<file path="src/rtl/telemetry_check_multi.sv">
// telemetry_check_multi: per-stream counter-pattern checker with lock/LED FSMs and muxed stats
// Optional TELEMETRY_CHECK_SATURATE_EN: 32-bit stats saturate instead of wrapping
module telemetry_check_multi #(
  parameter int          G_NUM_STREAMS = 4,
  parameter logic [3:0]  G_STREAM_BASE = 4'hD,
  parameter int          G_CNT_WIDTH   = 10,
  parameter int          G_GAP_MAX     = 8,
  parameter logic [19:0] g_match_cnt   = 20'h4ffff,
  parameter logic [15:0] g_timeout_cnt = 16'hffff
) (
  input  logic                     clk_256M,
  input  logic                     reset_n,
  input  logic [87:0]              packet_data,
  input  logic                     packet_valid,
  input  logic                     reset_counters,
  input  logic [3:0]               stat_sel,
  output logic [31:0]              total_packets,
  output logic [31:0]              foreign_packets,
  output logic [31:0]              sel_packets,
  output logic [31:0]              sel_mismatch,
  output logic [31:0]              sel_dropped,
  output logic [G_NUM_STREAMS-1:0] okay_led,
  output logic [G_NUM_STREAMS-1:0] link_count_okay
);
  localparam int N = G_NUM_STREAMS;
  localparam int W = G_CNT_WIDTH;
  typedef enum logic [1:0] {DOWN, ACQ, UP} state_t;
  state_t       st [N];
  state_t       st_nx [N];
  logic [19:0]  mcnt [N];
  logic [19:0]  mcnt_nx [N];
  logic [15:0]  tmr [N];
  logic [W-1:0] exp_cnt [N];
  logic [W-1:0] d [N];
  logic [31:0]  pkts [N];
  logic [31:0]  mism [N];
  logic [31:0]  drop [N];
  logic [N-1:0] sync, hit, match, gap, err;
  logic [31:0]  sel_p_nx, sel_m_nx, sel_d_nx;
  logic [W-1:0] rx;
  logic [4:0]   idx;
  logic         in_range, take, unused;
  function automatic logic [31:0] add(input logic [31:0] a, input logic [31:0] b);
`ifdef TELEMETRY_CHECK_SATURATE_EN
    logic [32:0] s;
    s = {1'b0, a} + {1'b0, b};
    return s[32] ? '1 : s[31:0];
`else
    return a + b;
`endif
  endfunction
  assign rx       = packet_data[W-1:0];
  // ids below the base wrap to >= 16 here, so one compare covers both bounds
  assign idx      = {1'b0, packet_data[83:80]} - {1'b0, G_STREAM_BASE};
  assign in_range = idx < 5'(N);
  assign take     = packet_valid && !reset_counters;
  assign unused   = ^{packet_data[87:84], packet_data[79:W]};
  always_comb begin
    sel_p_nx = '0;
    sel_m_nx = '0;
    sel_d_nx = '0;
    for (int i = 0; i < N; i++) begin
      hit[i]     = take && in_range && idx == 5'(i);
      d[i]       = rx - exp_cnt[i];
      match[i]   = hit[i] && sync[i] && d[i] == '0;
      gap[i]     = hit[i] && sync[i] && d[i] != '0 && 32'(d[i]) <= 32'(G_GAP_MAX);
      err[i]     = hit[i] && sync[i] && !match[i] && !gap[i];
      st_nx[i]   = st[i];
      mcnt_nx[i] = mcnt[i];
      if (gap[i] || err[i] || (!hit[i] && tmr[i] == g_timeout_cnt)) begin
        st_nx[i]   = DOWN;
        mcnt_nx[i] = '0;
      end else if (match[i]) begin
        st_nx[i]   = st[i] == DOWN ? ACQ : (st[i] == ACQ && mcnt[i] >= g_match_cnt) ? UP : st[i];
        mcnt_nx[i] = st[i] == DOWN ? 20'd1 : st[i] == ACQ ? mcnt[i] + 20'd1 : mcnt[i];
      end
      okay_led[i]        = st[i] == UP;
      link_count_okay[i] = st[i] != DOWN;
      if (stat_sel == 4'(i)) begin
        sel_p_nx = pkts[i];
        sel_m_nx = mism[i];
        sel_d_nx = drop[i];
      end
    end
  end
  always_ff @(posedge clk_256M) begin
    if (!reset_n) begin
      total_packets   <= '0;
      foreign_packets <= '0;
      sel_packets     <= '0;
      sel_mismatch    <= '0;
      sel_dropped     <= '0;
      sync            <= '0;
      for (int i = 0; i < N; i++) begin
        st[i]      <= DOWN;
        mcnt[i]    <= '0;
        tmr[i]     <= '0;
        exp_cnt[i] <= '0;
        pkts[i]    <= '0;
        mism[i]    <= '0;
        drop[i]    <= '0;
      end
    end else begin
      total_packets   <= reset_counters ? '0 : packet_valid ? add(total_packets, 32'd1) : total_packets;
      foreign_packets <= reset_counters ? '0 : (packet_valid && !in_range) ? add(foreign_packets, 32'd1) : foreign_packets;
      sel_packets     <= sel_p_nx;
      sel_mismatch    <= sel_m_nx;
      sel_dropped     <= sel_d_nx;
      for (int i = 0; i < N; i++) begin
        st[i]   <= st_nx[i];
        mcnt[i] <= mcnt_nx[i];
        tmr[i]  <= hit[i] ? '0 : tmr[i] == g_timeout_cnt ? tmr[i] : tmr[i] + 16'd1;
        if (reset_counters) begin
          pkts[i] <= '0;
          mism[i] <= '0;
          drop[i] <= '0;
          sync[i] <= 1'b0;
        end else if (hit[i]) begin
          pkts[i]    <= add(pkts[i], 32'd1);
          mism[i]    <= (gap[i] || err[i]) ? add(mism[i], 32'd1) : mism[i];
          drop[i]    <= gap[i] ? add(drop[i], 32'(d[i])) : drop[i];
          sync[i]    <= 1'b1;
          exp_cnt[i] <= rx + 1'b1;
        end
      end
    end
  end
endmodule

</file>
<file path="config.mk">
export PLATFORM = sky130hd
export DESIGN_NAME = telemetry_check_multi
export DESIGN_NICKNAME = d
export VERILOG_FILES = /design/src/rtl/telemetry_check_multi.sv
export SDC_FILE = /design/constraint.sdc
export NUM_CORES = 1
export LEC_CHECK = 0
export ABC_AREA = 1
export CAP_MARGIN = 25
export CORE_ASPECT_RATIO = 1.2
export CORE_MARGIN = 1
export CORE_UTILIZATION = 47
export CTS_CLUSTER_SIZE = 14
export DETAILED_ROUTE_END_ITERATION = 7
export GPL_ROUTABILITY_DRIVEN = 0
export PLACE_DENSITY = 0.66
export SETUP_SLACK_MARGIN = 0.4
export SLEW_MARGIN = 20
export SYNTH_ARGS = -nofsm -noshare
export SYNTH_HDL_FRONTEND = slang
export SYNTH_SLANG_ARGS = --single-unit
</file>
<file path="constraint.sdc">
create_clock -name clk_256M -period 6.4 [get_ports clk_256M]
set_input_delay 0.96 -clock clk_256M [delete_from_list [all_inputs] [get_ports clk_256M]]
set_output_delay 0.96 -clock clk_256M [all_outputs]
set_load 0.05 [all_outputs]
</file>
## After elaboration in Yosys (flattened, before gate mapping)

Memory sizes are Yosys's and may differ from the RTL's.
Index checks and enable logic that the tools add are counted.

- Output and inout port bits: 168
- Memory bits (writable): 576
- Memory bits (read-only): 0
- Memories kept: 7
- Register bits: 164
- Bits in latches: 0

- Eq/ne operators: 18
- Reductions and logical operators: 80
- Multipliers: 0
- Multiplexer cells: 121
- Order comparisons: 9
- Add/sub/neg operators: 28
- Shift operators: 0
- Bitwise logic cells: 41
- Divide/modulo/power cells: 0

Memory list:

| memory | depth | width | rd ports | clocked after Yosys merged registers in | wr ports | line | source |
|---|---|---|---|---|---|---|---|
| drop | 4 | 32 | 4 | 0 | 4 | 37 | `logic [31:0] drop [N];` |
| mism | 4 | 32 | 4 | 0 | 4 | 36 | `logic [31:0] mism [N];` |
| pkts | 4 | 32 | 4 | 0 | 4 | 35 | `logic [31:0] pkts [N];` |
| mcnt | 4 | 20 | 4 | 0 | 4 | 30 | `logic [19:0] mcnt [N];` |
| tmr | 4 | 16 | 4 | 0 | 4 | 32 | `logic [15:0] tmr [N];` |
| exp_cnt | 4 | 10 | 4 | 0 | 4 | 33 | `logic [W-1:0] exp_cnt [N];` |
| +1 memories | n/a | n/a | n/a | n/a | n/a | n/a |  |

Operators with widths:

| kind | number |
|---|---|
| 2-to-1 mux 32 bit | 44 |
| 2-to-1 mux 20 bit | 20 |
| adder 32 x 1 -> 32 bit (second input constant) | 10 |
| 2-to-1 mux 16 bit | 12 |
| adder 32 x 10 -> 32 bit | 4 |
| adder 20 x 1 -> 20 bit (second input constant) | 4 |
| greater-or-equal comparator 20 x 19 -> 1 bit (second input constant) | 4 |
| adder 16 x 1 -> 16 bit (second input constant) | 4 |
| == test 16 bit (second input constant) | 4 |
| less-or-equal comparator 10 x 4 -> 1 bit (second input constant) | 4 |
| zero test 10 bit | 4 |
| 2-to-1 mux 10 bit | 4 |
| 2-to-1 mux 2 bit | 20 |
| bitwise OR 1 bit | 40 |
| nonzero test 10 bit | 4 |
| subtractor 10 bit | 4 |
| logical AND 1 bit | 39 |
| 2-to-1 mux 1 bit | 21 |
| zero test 1 bit | 14 |
| adder 10 x 1 -> 10 bit (second input constant) | 1 |
| == test 5 x 2 -> 1 bit (second input constant) | 2 |
| == test 2 x 1 -> 1 bit (second input constant) | 4 |
| == test 2 bit (second input constant) | 4 |
| == test 4 x 2 -> 1 bit (second input constant) | 2 |
| 11 further kinds | 24 |

## Depth between registers and ports, before layout

Gate-level depths: netlist of run 1.

- Word-level depth: 13
- Gate-level depth with buffers: 24

## Worst setup path after synthesis of run 1

Ideal clock, no wire load.

- Kind: input -> register
- Start: in packet_data[83]
- End: mem mism[0][0] (enable)
- Setup time: 0.470 ns
- Stages: 7
- Setup slack: 1.094 ns
- Data arrival time: 4.835 ns
- Cell sequence: nand2_1 nor2_4 nand3_4 nor3_2 inv_2 nand2_1 a21boi_0

RTL lines:

| what | line | source |
|---|---|---|
| start: declaration | 13 | `input logic [87:0] packet_data,` |
| end: declaration | 36 |  |

==> results of run 1 <==
[power breakdown]
| group | internal (µW) | leakage [µW] | switching (µW) |
|---|---|---|---|
| Sequential | 5000 | 0.00685 | 116 |
| Clock | 2770 | 0.00131 | 1960 |
| Combinational | 275 | 0.00835 | 619 |
| Total | 8040 | 0.0165 | 2690 |
[how the worst max path moves through the flow]
stage                                from           to  slack, ns  cells past startpoint
after global routing       packet_data[0]  drop[0][92]       1.59                     22
after floorplan           packet_data[83]   mism[0][0]       1.09                      7
after detailed placement   packet_data[0]  drop[0][92]       1.38                     21
after CTS                  packet_data[0]  drop[0][92]       2.07                     21
after global placement     packet_data[0]  drop[0][92]       1.51                     21
final                      packet_data[0]  drop[0][92]       2.01                     21
[metal layers]
metal | track usage [%] | share of wire [%]
met5 | 0 | 0
met4 | 7.69 | 2.8
met3 | 4.30 | 6.2
met2 | 41.6 | 48
met1 | 29.8 | 43
[final cells by class]
| class | instances | share of cell area (%) |
|---|---|---|
| Clock inverter | 35 | 0.900 |
| Tap cell | 1053 | 2.94 |
| Multi-Input combinational cell | 3464 | 39.5 |
| Sequential cell | 709 | 41.0 |
| Timing Repair Buffer | 223 | 4.91 |
| Clock buffer | 108 | 5.12 |
| Inverter | 669 | 5.63 |
[tightest hold or removal path: stages (launching register included)]
cell	delay (ns)
dfxtp_1	0.31
inv_1	0.06
nor2_1	0.04
[layout by cell type, fill, tap and decap left out, types with 13 or more instances in the layout]
master,count
conb_1,96
o21a_1,23
nor4_1,30
nor2_1,516
xnor2_1,37
a31oi_1,15
nand2_1,993
nand4_1,169
buf_4,30
edfxtp_1,414
nor2_2,41
o21ai_0,169
inv_1,647
or2_2,36
nand2_2,18
clkbuf_16,83
xor2_1,78
o21ai_1,14
nor3_1,168
o22ai_1,67
ha_1,75
inv_2,14
nor3b_1,29
clkbuf_1,13
dfxtp_1,295
nor2_4,16
a21oi_1,466
nand3_1,267
a21oi_2,14
clkdlybuf4s50_1,189
[kinds of logic after synthesis]
| logic type | count (synthesis) | share of synthesized area [%] |
|---|---|---|
| simple gates | 2346 | 27.5 |
| compound gates | 826 | 11.7 |
| buf+inv | 810 | 8.29 |
| flops | 709 | 47.2 |
| xor+xnor | 115 | 2.59 |
| fa+ha+maj | 81 | 2.73 |
| other cells | 1 | 0.00966 |
[state kept, by name, summed over array words and instances (netlist names)]
name	cells
drop	128
mism	128
pkts	128
tmr	64
mcnt	60
foreign_packets	32
sel_dropped	32
sel_mismatch	32
sel_packets	32
total_packets	32
exp_cnt	30
st	8
sync	3
[per-stage QoR]
step                setup WS, ns  std cells  util (%)  instance area (µm²)
floorplan                   1.09       4983         -                39200
global placement            1.51       6116      51.3                42000
detailed placement          1.38       6117      51.4                42000
CTS                         2.07       6260      54.6                44700
global route                1.59       6261      54.7                44800
finish                      2.01       6261      54.7                44800
==> results.py, run 1 <==
metrics = {
    "run_status": {
        "status": "complete, no violations",
    },
    "critical_path": {
        "start_kind": "input port",
        "critical_path_buf_inv_count": 4,
        "ff2ff_path_depth": 19,
        "slowest_delay_ns": 0.54,
        "cp-end-kind": "register",
        "crit_family": "simple AND/OR/NAND/NOR gates",
        "crit_slowest_cell": "clkdlybuf4s50_1",
        "reg2reg_slack_ns": 2.75,
        "crit_type": "input port to register",
        "timing.rr.start": "exp_cnt[2][0]",
        "cp_common_cell": "nand2_1",
        "worstPathArrival_ns": 4.78,
        "reg2reg_to": "drop[0][92]",
        "cp.required_ns": 6.79,
        "worstPathCellList": "clkdlybuf4s50_1 > inv_1 > ha_1 > inv_1 > fa_1 > nand3_1 > nand3_1 > nand4_1 > nand3b_1 > nand2_1 > inv_1 > ha_1 > nand2_1 > nor2_1 > nand2_1 > o21ai_1 > nand2_1 > nor2_1 > nand2_1 > o21ai_0 > a21oi_1",
        "critPathMaxFanout": 6,
    },
    "route": {
        "firstDrtPassIters": 5,
        "wl_per_cell_um": 16.0,
        "drc_errors": 0,
        "ant_nets": 0,
        "drt_iter0_markers": 2303,
        "num_vias": 33126,
        "vias_per_cell": 5.29,
        "wl_mm": 100,
    },
    "clock_network": {
        "post_cts_resized": 0,
        "htreeDepth": 3,
        "cts_made_buffers": 78,
        "path_clk_slew_ns": 0.06,
        "clock_latency_ns": 0.65,
        "clk_path_buf_depth": 3,
        "cts-root-buf": "clkbuf_16",
        "hold_buffers": 0,
        "cts.sinks": 709,
        "cts_tree": "yes",
        "postCtsSetupRepairBufs": 0,
    },
    "grt": {
        "first_global_vias": 31463,
        "grt_max_degree": 59,
        "grtUsageTotal_pct": 23.8,
        "grt_pass1_wl_mm": 161,
        "grt.overflow.total": 0,
        "antenna_found_initial": 1,
    },
    "timing": {
        "fmaxAchievable_mhz": 228,
        "finalCritPeriodShare_pct": 68.6,
        "finalSetupTns_ns": 0,
        "hold_viol_final": 0,
        "setup_viol": 0,
        "max_slew.worst_pin.slew_ns": 1.07,
        "period_minus_slack_ns": 4.39,
        "skew_ns": 0.0313,
        "timing.hold.ws_ns": 0.455,
        "finalMaxSlewViolations": 0,
        "relSlewSlack_pct": 28.1,
        "grt_setup_unrepaired": "false",
    },
    "layout": {
        "drive_gt1_share_pct": 6.64,
        "multi_input_area_um2": 17700,
        "num-nets-final": 5322,
        "seq_area_um2": 18300,
        "num_antenna_cells": 0,
        "areaGrowthSynthToFinish_pct": 15.3,
        "fillCellCount": 7548,
    },
    "hold_path": {
        "min_path_cells": 2,
        "hold_path_class": "register to register",
        "holdPathEnd": "st[3][0]",
        "hold_path.startpoint": "st[3][0]",
    },
    "synthesis": {
        "synth_cell_types": 68,
        "yosysMostFrequentCell": "nand2_1",
        "synth.largest_area_cell": "edfxtp_1",
        "ys_top_cells_by_count": "nand2_1 (995), inv_1 (649), nor2_1 (522), a21oi_1 (468), edfxtp_1 (414)",
        "netlist_top_cells_area": "edfxtp_1 (32%), dfxtp_1 (15%), nand2_1 (9.6%)",
        "ys.flop_type": "edfxtp_1",
        "synth_top_area_share_pct": 32.0,
        "ys_ff_latch": 709,
        "synth.avg_cell_area_um2": 7.94,
        "synth_enable_flop_cells": 414,
        "yosysSeqAreaShare_pct": 47.2,
        "yosys_warnings": 0,
        "synthCells": 4888,
        "postSynth.asyncResetShare_pct": 0,
        "synth_area_um2": 38800,
    },
    "floorplanning": {
        "die_w_um": 264,
        "initial_core_util_pct": 47.4,
        "design.core.area_um2": 81900,
        "die_h_um": 317,
        "num_io_pins": 264,
        "dieArea_um2": 83800,
        "row_count": 115,
    },
    "pwr": {
        "p_leak_uw": 0.0165,
        "power_uw": 10700,
        "p_per_area_nw_per_um2": 240,
        "irDropWorstVdd_v": 0.000162,
    },
    "placed_design": {
        "hpwl_mm": 71.7,
        "port_buffers": 189,
    },
    "job": {
        "maxCapViolCount": 0,
    },
}
Power figures use the tool's default switching activity.
==> inputs of run 2 (changes only) <==
Settings changed: PLACE_DENSITY 0.66 to 0.68.
Clock period 6.4 ns to 3.6 ns, I/O delays scaled along.
==> run 2 against run 1 <==
Worst hold slack better by 0.0079 ns. First-iteration DRC count is 16% higher. Design area is 5.4% higher. Final cell count is 3.0% higher. Critical endpoint is now okay_led[1]. Core utilization is 2.9 points higher.
==> results.py, run 2 (synthesis results as in run 1) <==
metrics = {
    "run_status": {
        "status": "complete, no violations",
    },
    "timing": {
        "fin_ws_ns": 0.436,
        "setup_viol": 0,
        "finalMaxSlewViolations": 0,
        "finalCritPeriodShare_pct": 87.9,
        "timing.hold.ws_ns": 0.463,
        "hold_viol_final": 0,
        "period_minus_slack_ns": 3.16,
        "grt_setup_unrepaired": "true",
        "fmaxAchievable_mhz": 316,
        "max_slew.worst_pin.slew_ns": 0.869,
        "skew_ns": 0.0348,
        "relSlewSlack_pct": 42.1,
    },
    "route": {
        "drt_iter0_markers": 2675,
        "vias_per_cell": 5.33,
        "drc_errors": 0,
        "wl_mm": 103,
        "num_vias": 34362,
        "ant_nets": 0,
        "wl_per_cell_um": 16.0,
        "firstDrtPassIters": 6,
    },
    "clock_network": {
        "cts_made_buffers": 76,
        "clk_path_buf_depth": 3,
        "clock_latency_ns": 0.65,
        "path_clk_slew_ns": 0.06,
        "cts-root-buf": "clkbuf_16",
        "htreeDepth": 3,
        "cts.sinks": 709,
        "cts_tree": "yes",
    },
    "critical_path": {
        "reg2reg_to": "drop[0][93]",
        "reg2reg_slack_ns": 0.53,
        "crit_start": "st[1][1]",
        "cp.required_ns": 3.06,
        "ff2ff_path_depth": 18,
        "worstPathArrival_ns": 2.62,
        "start_kind": "register",
        "critPathMaxFanout": 23,
        "crit_type": "register to primary output",
        "crit_end": "okay_led[1]",
        "cp-end-kind": "primary output",
        "timing.rr.start": "exp_cnt[2][8]",
    },
    "layout": {
        "drive_gt1_share_pct": 12.2,
        "postLayoutCoreUtil_pct": 57.6,
        "final_cell_mix": "nand2_1 (967), inv_1 (634), nor2_1 (503)",
        "num-nets-final": 5507,
        "reg.largest.list": "drop x128, mism x128, pkts x128",
        "seq_area_um2": 18300,
        "layout_commonest_cell": "nand2_1",
        "fillCellCount": 7273,
        "fin_area_um2": 47200,
        "num_antenna_cells": 0,
        "areaGrowthSynthToFinish_pct": 21.5,
        "stdcell_count": 6447,
        "multi_input_area_um2": 18400,
    },
    "grt": {
        "antenna_found_initial": 0,
        "grt_max_degree": 91,
        "grt.overflow.total": 0,
        "grtUsageTotal_pct": 24.3,
        "first_global_vias": 32829,
        "grt_pass1_wl_mm": 166,
    },
    "pwr": {
        "p_leak_uw": 0.0176,
        "p_per_area_nw_per_um2": 419,
        "irDropWorstVdd_v": 0.000327,
    },
    "placed_design": {
        "post-place-ws_ns": -0.508,
        "hpwl_mm": 73.7,
        "port_buffers": 189,
        "dp_cells": 6300,
        "placed_area_um2": 43700,
    },
    "floorplanning": {
        "die_w_um": 264,
        "dieArea_um2": 83800,
        "initial_core_util_pct": 47.4,
        "row_count": 115,
        "die_h_um": 317,
        "design.core.area_um2": 81900,
        "num_io_pins": 264,
    },
    "job": {
        "maxCapViolCount": 0,
    },
    "hold_path": {
        "hold_path_class": "register to register",
    },
}
[run 2: changes by cell type in the layout (fill, tap and decap cells not counted), moves of 10 or more]
cell | previous run | this run
inv_2 | 14 | 26
nor2_1 | 516 | 503
nand2_2 | 18 | 43
inv_1 | 647 | 634
o21ai_0 | 169 | 157
buf_12 | 2 | 18
clkdlybuf4s50_1 | 189 | 179
ha_1 | 75 | 45
nand2_1 | 993 | 967
ha_4 | 0 | 27
buf_4 | 30 | 198
[run 2: area by class of cell]
cell class	instances	area share (%)
multi-input cells	3464	39.0
inverters	669	5.35
flip-flops and latches	709	38.9
clock inverters	37	1.05
well taps	1053	2.79
repair buffers	410	8.10
clock buffers	105	4.84
[run 2: worst min-delay path by stage]
stage	start	end	depth (start not counted)
finish	st[3][0]	st[3][0]	2
global route	st[3][0]	st[3][0]	2
CTS	st[3][0]	st[3][0]	2
detailed placement	st[3][0]	st[3][0]	2
global placement	st[3][0]	st[3][0]	2
floorplan	st[3][0]	st[3][0]	2
[run 2: repair_timing]
action / CTS / global route
setup buffers: 0 / 4
setup endpoints to repair: 51 / 65
hold buffers: 0 / 0
resized for setup: 20 / 126
pin swaps: 1 / 30
[run 2: where the power goes]
group / internal (µW) / total [µW] / switching (µW)
registers: 8890 / 9100 / 213
logic: 834 / 2080 / 1240
clock network: 5130 / 8600 / 3460
total: 14900 / 19800 / 4920
[run 2: layer usage]
metal | global-route usage (%) | wire length [µm]
met5 | 0 | 0
met4 | 8.84 | 2990
met3 | 3.89 | 6360
met2 | 43.2 | 51400
met1 | 29.7 | 42500
[run 2: metrics by stage]
stage / TNS, ns / total power [µW]
3_5_place_dp: -22.36 / 11200
5_1_grt: 0 / 20500
6_report: 0 / 19800
4_1_cts: 0 / 19800
2_1_floorplan: 0 / 10400
3_3_place_gp: -17.41 / 11100
[run 2: critical path: stages (launching register included)]
cell,delay (ns)
dfxtp_1,0.37
clkinvlp_4,0.40
nor2_1,0.34
clkdlybuf4s50_1,0.85
